File: src/rtl/tia_write_sequencer_if.sv
// Host/TIA-side bus of tia_write_sequencer: write-queue push port plus the 6507-style bus.
interface tia_write_sequencer_if;
  logic       in_valid;
  logic       in_ready;
  logic [7:0] in_delay;
  logic [5:0] in_addr;
  logic [7:0] in_data;
  logic       rdy;
  logic [5:0] a;
  logic [7:0] d;
  logic       rw;
  logic       phi2;
  logic       busy;
  logic       wr_done;

  modport master (
    output in_valid, in_delay, in_addr, in_data, rdy,
    input  in_ready, a, d, rw, phi2, busy, wr_done
  );

  modport slave (
    input  in_valid, in_delay, in_addr, in_data, rdy,
    output in_ready, a, d, rw, phi2, busy, wr_done
  );
endinterface

File: src/rtl/tia_write_sequencer.sv
// Replays queued, timed TIA register writes as a 6507 bus stand-in (one CPU cycle = 3 clk).
// Optional saturating write/stall counters: define TIA_WRITE_SEQUENCER_STATS_EN.
module tia_write_sequencer #(
  parameter int DEPTH = 16,
  parameter int AW    = 4
) (
  input  logic                 clk,
  input  logic                 reset,
  tia_write_sequencer_if.slave bus
`ifdef TIA_WRITE_SEQUENCER_STATS_EN
  ,
  output logic [15:0]          writes_issued,
  output logic [15:0]          stall_cycles
`endif
);
  typedef struct packed {
    logic [7:0] delay;
    logic [5:0] addr;
    logic [7:0] data;
  } entry_t;

  typedef enum logic [1:0] {S_IDLE, S_WAIT, S_WRITE} state_t;

  state_t        state;
  logic [1:0]    phase, phase_nxt;
  logic          boundary;
  logic [7:0]    cnt;
  logic [5:0]    addr_q, a_q;
  logic [7:0]    data_q, d_q;
  logic          rw_q, phi2_q, wr_done_q;

  entry_t        mem [DEPTH];
  logic [AW-1:0] wptr, rptr;
  logic [AW:0]   count;
  logic          full, empty, push, pop;
  entry_t        head;

  assign phase_nxt = (phase == 2'd2) ? 2'd0 : phase + 2'd1;
  assign boundary  = (phase == 2'd2);
  assign full      = (count == (AW+1)'(DEPTH));
  assign empty     = (count == '0);
  assign push      = bus.in_valid && !full;
  // WRITE ends at the boundary, so it pops like IDLE; occupancy is pre-push.
  assign pop       = boundary && (state != S_WAIT) && !empty;
  assign head      = mem[rptr];

  always_ff @(posedge clk) begin
    if (push) mem[wptr] <= {bus.in_delay, bus.in_addr, bus.in_data};
  end

  always_ff @(posedge clk) begin
    if (reset) begin
      wptr  <= '0;
      rptr  <= '0;
      count <= '0;
    end else begin
      if (push) wptr <= wptr + AW'(1);
      if (pop)  rptr <= rptr + AW'(1);
      count <= count + (AW+1)'(push) - (AW+1)'(pop);
    end
  end

  always_ff @(posedge clk) begin
    if (reset) begin
      state     <= S_IDLE;
      phase     <= 2'd0;
      cnt       <= '0;
      addr_q    <= '0;
      data_q    <= '0;
      a_q       <= '0;
      d_q       <= '0;
      rw_q      <= 1'b1;
      phi2_q    <= 1'b0;
      wr_done_q <= 1'b0;
    end else begin
      phase     <= phase_nxt;
      phi2_q    <= (phase_nxt != 2'd0);
      wr_done_q <= (state == S_WRITE) && (phase_nxt == 2'd2);
      if (boundary) begin
        case (state)
          S_WAIT: begin
            if (bus.rdy) begin
              if (cnt == 8'd1) begin
                state <= S_WRITE;
                a_q   <= addr_q;
                d_q   <= data_q;
                rw_q  <= 1'b0;
              end else begin
                cnt <= cnt - 8'd1;
              end
            end
          end
          default: begin
            if (empty) begin
              state <= S_IDLE;
              rw_q  <= 1'b1;
            end else if (head.delay == 8'd0 && bus.rdy) begin
              state <= S_WRITE;
              a_q   <= head.addr;
              d_q   <= head.data;
              rw_q  <= 1'b0;
            end else begin
              // A stalled zero-delay write parks as a one-cycle wait: it fires
              // at the first boundary that sees rdy high.
              state  <= S_WAIT;
              cnt    <= (head.delay == 8'd0) ? 8'd1 : head.delay;
              addr_q <= head.addr;
              data_q <= head.data;
              rw_q   <= 1'b1;
            end
          end
        endcase
      end
    end
  end

  assign bus.in_ready = !full;
  assign bus.busy     = !empty || (state != S_IDLE);
  assign bus.a        = a_q;
  assign bus.d        = d_q;
  assign bus.rw       = rw_q;
  assign bus.phi2     = phi2_q;
  assign bus.wr_done  = wr_done_q;

`ifdef TIA_WRITE_SEQUENCER_STATS_EN
  always_ff @(posedge clk) begin
    if (reset) begin
      writes_issued <= '0;
      stall_cycles  <= '0;
    end else begin
      if (wr_done_q && writes_issued != 16'hFFFF)
        writes_issued <= writes_issued + 16'd1;
      if (boundary && !bus.rdy && state != S_IDLE && stall_cycles != 16'hFFFF)
        stall_cycles <= stall_cycles + 16'd1;
    end
  end
`endif
endmodule

File: src/flat_wrapper.sv
// flat-port wrapper written by rule: the top's interface ports become plain ports
module tia_write_sequencer_flat 
#(
  parameter int DEPTH = 16,
  parameter int AW    = 4
)
  (clk, reset, bus_in_valid, bus_in_delay, bus_in_addr, bus_in_data, bus_rdy, bus_in_ready, bus_a, bus_d, bus_rw, bus_phi2, bus_busy, bus_wr_done);
  tia_write_sequencer_if bus_i ();
  input  logic clk;
  input  logic reset;
  input wire logic [$bits(bus_i.in_valid)-1:0] bus_in_valid;
  input wire logic [$bits(bus_i.in_delay)-1:0] bus_in_delay;
  input wire logic [$bits(bus_i.in_addr)-1:0] bus_in_addr;
  input wire logic [$bits(bus_i.in_data)-1:0] bus_in_data;
  input wire logic [$bits(bus_i.rdy)-1:0] bus_rdy;
  output wire logic [$bits(bus_i.in_ready)-1:0] bus_in_ready;
  output wire logic [$bits(bus_i.a)-1:0] bus_a;
  output wire logic [$bits(bus_i.d)-1:0] bus_d;
  output wire logic [$bits(bus_i.rw)-1:0] bus_rw;
  output wire logic [$bits(bus_i.phi2)-1:0] bus_phi2;
  output wire logic [$bits(bus_i.busy)-1:0] bus_busy;
  output wire logic [$bits(bus_i.wr_done)-1:0] bus_wr_done;
  assign bus_i.in_valid = bus_in_valid;
  assign bus_i.in_delay = bus_in_delay;
  assign bus_i.in_addr = bus_in_addr;
  assign bus_i.in_data = bus_in_data;
  assign bus_i.rdy = bus_rdy;
  assign bus_in_ready = bus_i.in_ready;
  assign bus_a = bus_i.a;
  assign bus_d = bus_i.d;
  assign bus_rw = bus_i.rw;
  assign bus_phi2 = bus_i.phi2;
  assign bus_busy = bus_i.busy;
  assign bus_wr_done = bus_i.wr_done;
  tia_write_sequencer #(.DEPTH(DEPTH), .AW(AW)) u_core (.clk(clk), .reset(reset), .bus(bus_i));
endmodule
File: config.mk
export PLATFORM = sky130hd
export DESIGN_NAME = tia_write_sequencer_flat
export DESIGN_NICKNAME = d
export VERILOG_FILES = /design/src/rtl/tia_write_sequencer_if.sv /design/src/rtl/tia_write_sequencer.sv /design/src/flat_wrapper.sv
export SDC_FILE = /design/constraint.sdc
export NUM_CORES = 1
export LEC_CHECK = 0
export ABC_CLOCK_PERIOD_IN_PS = 4000
export BUFFER_PORTS_ARGS = -buffer_cell sky130_fd_sc_hd__buf_4
export CORE_MARGIN = 5
export CORE_UTILIZATION = 63
export CTS_BUF_LIST = sky130_fd_sc_hd__clkbuf_4
export CTS_CLUSTER_SIZE = 20
export DETAILED_ROUTE_END_ITERATION = 7
export PLACE_DENSITY = 0.87
export SYNTH_ARGS = -nofsm -noshare
export SYNTH_HDL_FRONTEND = slang
export SYNTH_SLANG_ARGS = --single-unit
File: constraint.sdc
create_clock -name clk -period 4 [get_ports clk]
set_input_delay 0.2 -clock clk [delete_from_list [all_inputs] [get_ports clk]]
set_output_delay 0.2 -clock clk [all_outputs]
set_load 0.01 [all_outputs]
==> out/metrics.cfg, run 1 <==
[detailed_routing]
wl_per_cell_um=24.1
drt-initial-drc-count=990
drt_first_pass_iters=6
wirelength_mm=34.0
route.detailed.drc=0
route.detailed.vias_per_inst=6.30
antenna_left=0
vias=8894

[critical_path]
crit_path_top_delay_cell=sky130_fd_sc_hd__dfxtp_4
critPathLaunchType=flip-flop
setup.worst_path.class=flip-flop to flip-flop
critical_path.max_stage_delay_ps=760
worst-endpoint-arrival_ps=4180
crit_family=compound AO/OA/AOI/OAI gates
critical_path_peak_fanout=41
cell_with_the_most_instances_on_the_worst_path=sky130_fd_sc_hd__a221oi_1
timing.critical_path.cells=mux4_2, o22ai_1, nor3b_1, a221oi_1, nand4_1, o311ai_0, a221oi_1, o31ai_1
critical_path_required_ps=4650
worst-path-buf-inv=0
setup.worst_path.end_class=flip-flop

[logic_synthesis]
synthSimpleGateAreaFrac_pct=5.35
synth_cells=862
compound_gate_portion_of_the_synthesized_area_pct=3.05
yosys.area_share.adder_pct=1.05
async_reset_ff_share_pct=0
synth_enable_flop_cells=352
synth_top_flop_cell=sky130_fd_sc_hd__edfxtp_1
synth_area_per_cell_sq_um=18.8
synth.ff_latch_count=412
post_synth_instance_area_sq_um=16200
yosys.area_share.xor_xnor_pct=0.486
synth.mux.area_fraction_pct=15.7
synth_fp_nets=901
synth_warnings=0
seq_area_frac_synth_pct=72.6
combinational_family_with_the_most_area_after_synthesis=multiplexers
synth_cell_types=52

[timing]
layout_min_cycle_time_ps=3530
setup-violations-final=0
setup_tns_ps=0
max_slew.worst_pin.slew_ps=960
timing.max_slew.rel_slack_pct=36.0
final-max-slew-violation-count=0
grt_setup_unrepaired=false
max_freq_ghz=0.283
clock-skew-final_ps=44.9
final_min_period_over_clock_period_pct=88.2
timing_hold_violations_final=0

[power]
total_leakage_power_uw=0.00611
worst_supply_voltage_drop_on_vdd_mv=0.298
p_sw_uw=2230
clock_power_share_pct=36.1
total_power_per_unit_cell_area_nw_per_um2=497
comb_power_share_pct=10.6
seq_power_share_pct=53.3
internal_power_uw=6940
power.share.switching_pct=24.3
power.total_uw=9160

[die]
initial_utilization_pct=64.2
fp.dieH_um=170
pin_count=45
die-width_um=170
die-area_sq_um=29000
area_of_the_core_sq_um=25300
row_count=58

[global_route]
grt_usage_pct=24.3
grt_remaining_overflow=0
antenna_found_initial=2
grt_first_pass_wirelength_mm=52.9
via_count_of_the_first_global_routing_pass=9067
maximum_number_of_pins_on_one_net_before_global_route_repair=80

[clock_network]
clock_sink_count=412
insertion_delay_ps=740
cts_buffer_depth=3
worst_setup_hold_path_clk_slew_ps=70
post_cts.resized_instances=0
inserted_clock_buffers=99
tritoncts_clock_tree=yes
cts_max_level=3
cts_root_buffer=sky130_fd_sc_hd__clkbuf_4

[placement]
finalWeightedCongestion=0.811
placement.io_buffers=44
post_detail_place_hpwl_mm=19.6

[cells_and_area]
layout.core_utilization_pct=73.0
fillers=1452
drive_gt1_share_pct=32.0
areaGrowthSynthToFinish_pct=13.7
final_nets=1045

[hold_path]
hold_path.class=input pin to flip-flop

[status]
status=finished clean

[job]
max_cap_check_violation_count=0

==> tightest hold or removal path, cell delays in order <==
cell and delay [ps]:
sky130_fd_sc_hd__buf_4 100, sky130_fd_sc_hd__and2_1 240, sky130_fd_sc_hd__xnor2_1 190, sky130_fd_sc_hd__nor2_1 40
==> synthesized netlist by cell type (all sizes together) (2+ instances only) <==
library cell,instances,area (sq um)
o31ai,2,15.0
o22ai,4,25.0
o32ai,6,52.6
dfxtp,60,1200
nand4,3,18.8
o21ai,20,100
a22oi,4,30.0
nand2b,25,156
nor2b,11,68.8
a211oi,7,52.6
mux2,4,45.0
nor2,59,221
xor2,5,43.8
and2,2,12.5
ha,12,150
inv,9,33.8
xnor2,4,35.0
a21oi,13,65.1
or3,4,25.0
buf,20,140
nor4,2,12.5
edfxtp,352,10600
mux4,98,2210
o211a,2,20.0
clkbuf,29,109
nor3,6,30.0
and3,2,12.5
nor3b,5,37.5
or4,15,116
nand2,17,63.8
nand3,12,60.1
mux2i,29,290
a221oi,6,52.6
==> what timing repair did <==
action | 4_1_cts | 5_1_grt
hold buffers | 24 | 0
endpoints found under the hold margin | 389 | 0
buffers inserted | 0 | 0
==> stage by stage <==
step	cells	setup WS, ps	area, sq um	hold WS, ps
final	1412	470	18400	77.3
after global routing	1412	140	18400	54.9
after CTS	1410	476	18400	37.8
after detailed placement	1211	517	17000	429
after global placement	1211	719	17000	425
after floorplan	862	762	16200	299
==> final timing paths <==
| kind | to | depth (start not counted) | slack (ps) | from |
|---|---|---|---|---|
| setup reg to reg | u_core.cnt[0] | 8 | 470 | flip-flop |
| hold / removal | u_core.wptr[0] | 4 | 80 | bus_in_valid |
| hold reg to reg | u_core.phase[0] | 1 | 450 | u_core.phase[1] |
| setup / recovery | u_core.cnt[0] | 8 | 470 | flip-flop |
==> flip-flops by register name, summed over array words and instances, names as in the netlist, named ones only <==
register            flops
u_core.rptr             4
u_core.bus.wr_done      1
u_core.bus.d            8
u_core.addr_q           6
u_core.bus.rw           1
u_core.data_q           8
u_core.bus.phi2         1
u_core.state            2
u_core.cnt              8
u_core.count            5
u_core.mem            352
u_core.bus.a            6
u_core.phase            2
u_core.wptr             4
==> per-layer routing <==
metal	track usage (%)	vias up	wire (um)
li1	-	3832	-
met1	33.6	4462	13000
met2	39.4	551	17200
met3	6.16	49	3300
met4	6.46	0	503
met5	0	-	0
==> logic make-up after synthesis <==
group                      Yosys count
AOI/OAI and AO/OA                   72
adders and majority gates           13
DFF                                412
and+or+nand+nor                    167
buffers and inverters               58
xor gates and xnor gates             9
muxes                              131
==> cell usage in the layout, fill, tap and decap left out, types with 13 or more instances in the layout <==
cell | synthesis | final
sky130_fd_sc_hd__nand2b_1 | 25 | 25
sky130_fd_sc_hd__a21oi_1 | 13 | 13
sky130_fd_sc_hd__buf_4 | 1 | 67
sky130_fd_sc_hd__nand2_1 | 17 | 17
sky130_fd_sc_hd__clkinv_1 | 0 | 20
sky130_fd_sc_hd__dfxtp_1 | 60 | 57
sky130_fd_sc_hd__dlygate4sd3_1 | 0 | 24
sky130_fd_sc_hd__or4_1 | 14 | 14
sky130_fd_sc_hd__clkbuf_4 | 0 | 148
sky130_fd_sc_hd__mux4_2 | 98 | 98
sky130_fd_sc_hd__edfxtp_1 | 352 | 352
sky130_fd_sc_hd__mux2i_1 | 29 | 29
sky130_fd_sc_hd__nor2_1 | 59 | 47
==> power by group through the flow <==
stage	clock, uW	sequential, uW	combinational (uW)
6_report	3310	4890	972
2_1_floorplan	0	4950	671
5_1_grt	3670	4900	1060
3_3_place_gp	0	4970	906
4_1_cts	3380	4890	969
3_5_place_dp	0	4980	946
==> layout make-up <==
class | count | area (sq um) | area share (%)
flip-flops and latches | 412 | 11800 | 63.9
clock inverters | 27 | 125 | 0.679
clock buffers | 148 | 1110 | 6.03
multi-input cells | 392 | 4200 | 22.8
diodes | 2 | 5.00 | 0.0271
well taps | 330 | 413 | 2.24
repair buffers | 92 | 763 | 4.14
inverters | 9 | 33.8 | 0.183
Note: power is estimated with default switching activity, not from simulation.
==> run 2, diff against run 1 <==
--- a/config.mk
+++ b/config.mk
@@ -7,12 +7,14 @@
 export LEC_CHECK = 0
 export ABC_CLOCK_PERIOD_IN_PS = 4000
 export BUFFER_PORTS_ARGS = -buffer_cell sky130_fd_sc_hd__buf_4
+export CELL_PAD_IN_SITES_DETAIL_PLACEMENT = 0
+export CELL_PAD_IN_SITES_GLOBAL_PLACEMENT = 2
 export CORE_MARGIN = 5
-export CORE_UTILIZATION = 63
+export CORE_UTILIZATION = 50
 export CTS_BUF_LIST = sky130_fd_sc_hd__clkbuf_4
 export CTS_CLUSTER_SIZE = 20
 export DETAILED_ROUTE_END_ITERATION = 7
-export PLACE_DENSITY = 0.87
+export PLACE_DENSITY = 0.88
 export SYNTH_ARGS = -nofsm -noshare
 export SYNTH_HDL_FRONTEND = slang
 export SYNTH_SLANG_ARGS = --single-unit
==> out/metrics.cfg, run 2 (synthesized netlist as in run 1, its figures left out) <==
[timing]
final_min_period_over_clock_period_pct=86.2
clock-skew-final_ps=59.3
setup-violations-final=0
timing_hold_violations_final=0
grt_setup_unrepaired=false
final-max-slew-violation-count=0
setup_tns_ps=0
max_slew.worst_pin.slew_ps=967
max_freq_ghz=0.290
layout_min_cycle_time_ps=3450
timing.max_slew.rel_slack_pct=35.5

[cells_and_area]
areaGrowthSynthToFinish_pct=15.1
largest_register=u_core.mem
fillers=2428
layout.core_utilization_pct=57.8
drive_gt1_share_pct=31.4
layout.cells.most_common_list=sky130_fd_sc_hd__edfxtp_1 (352), sky130_fd_sc_hd__clkbuf_4 (140), sky130_fd_sc_hd__mux4_2 (98), sky130_fd_sc_hd__buf_4 (65), sky130_fd_sc_hd__dfxtp_1 (57)
most_common_library_cell_in_the_layout_ignoring_fill_and_taps=sky130_fd_sc_hd__edfxtp_1
final_cell_area_sq_um=18700
final_nets=1050
largest_register_ffs=352
number_of_standard_cells_in_the_final_layout_excluding_fillers=1532

[die]
fp.dieH_um=190
initial_utilization_pct=50.2
area_of_the_core_sq_um=32300
pin_count=45
die-area_sq_um=36100
row_count=66
die-width_um=190

[critical_path]
critical_path_required_ps=4640
critPathLaunchType=flip-flop
setup.worst_path.class=flip-flop to flip-flop
critical_path_peak_fanout=32
crit_path_top_delay_cell=sky130_fd_sc_hd__o311ai_0
cell_with_the_most_instances_on_the_worst_path=sky130_fd_sc_hd__a211oi_1
worst-endpoint-arrival_ps=4080
critical_path.max_stage_delay_ps=730
setup.worst_path.end_class=flip-flop
timing.critical_path.cells=mux4_2, o22ai_1, nor3b_1, a221oi_1, nand4_1, o311ai_0, a211oi_1, a211oi_1

[detailed_routing]
wirelength_mm=32.6
vias=8486
route.detailed.drc=0
wl_per_cell_um=21.3
route.detailed.vias_per_inst=5.54
antenna_left=0
drt_first_pass_iters=5
drt-initial-drc-count=682

[status]
status=finished clean

[clock_network]
inserted_clock_buffers=101
cts_root_buffer=sky130_fd_sc_hd__clkbuf_4
clock_sink_count=412
cts_max_level=3
tritoncts_clock_tree=yes
cts_buffer_depth=3
post_cts.repair.setup_buffers=0
insertion_delay_ps=760
worst_setup_hold_path_clk_slew_ps=70
post_cts.resized_instances=0

[global_route]
grt.met1_usage_pct=25.9
top_usage_layer=met2
maximum_number_of_pins_on_one_net_before_global_route_repair=80
grt_use_met2_pct=29.0
antenna_found_initial=1
grt_first_pass_wirelength_mm=50.3
grtUsageMet3_pct=4.48
grt_usage_pct=18.4
via_count_of_the_first_global_routing_pass=8577
grt_remaining_overflow=0

[power]
total_power_per_unit_cell_area_nw_per_um2=490
total_leakage_power_uw=0.00613
worst_supply_voltage_drop_on_vdd_mv=0.202
power.total_uw=9140

[placement]
placement.io_buffers=44
finalWeightedCongestion=0.756
dpl.cell_count=1325
post_detail_place_hpwl_mm=18.7
place_area_sq_um=17200

[job]
max_cap_check_violation_count=0

[hold_path]
hold_path.class=input pin to flip-flop
timing.hold.worst.start=bus_in_addr[4]

## run 2: layer usage
layer,up-vias,part of all wire [%]
met5,-,0
met4,0,1.2
met3,36,7.3
met2,298,49
met1,4300,43
li1,3852,-
## run 2: path summary, 6_finish.rpt
check        cells after the start           endpoint  slack [ps]
max                              8      u_core.cnt[1]         550
min                              2  u_core.mem[3][12]         300
max reg2reg                      8      u_core.cnt[1]         550
min reg2reg                      1    u_core.phase[0]         440
## run 2: worst max-delay path: cells and delay by family, from the launching register on
family	cells	cell delay, ps
AO/OA/AOI/OAI	5	1690
flip-flops	1	690
multiplexers	1	570
AND/OR/NAND/NOR	2	370
## run 2: cell type report
class	instances	area, sq um	area share [%]
Tap cell	442	553	2.96
Multi-Input combinational cell	392	4200	22.5
Sequential cell	412	11800	63.1
Inverter	9	33.8	0.181
Antenna cell	1	2.50	0.0134
Clock buffer	140	1050	5.63
Clock inverter	41	195	1.05
Timing Repair Buffer	95	838	4.49
## run 2: where the power goes
part           leakage [uW]  switching (uW)  internal, uW  total, uW
Combinational       0.00174             533           433        966
Sequential          0.00367            70.1          4810       4880
Clock              0.000732            1600          1690       3290
## run 2: through the flow
step	hold WS (ps)	setup WS, ps
5_1_grt	246	52.1
6_report	299	553
3_3_place_gp	421	709
2_1_floorplan	299	762
4_1_cts	230	497
3_5_place_dp	421	583
## run 2: repair_timing
action | CTS | global route
hold endpoints to repair | 381 | 0
setup endpoints to repair | 0 | 0
hold buffers | 25 | 0
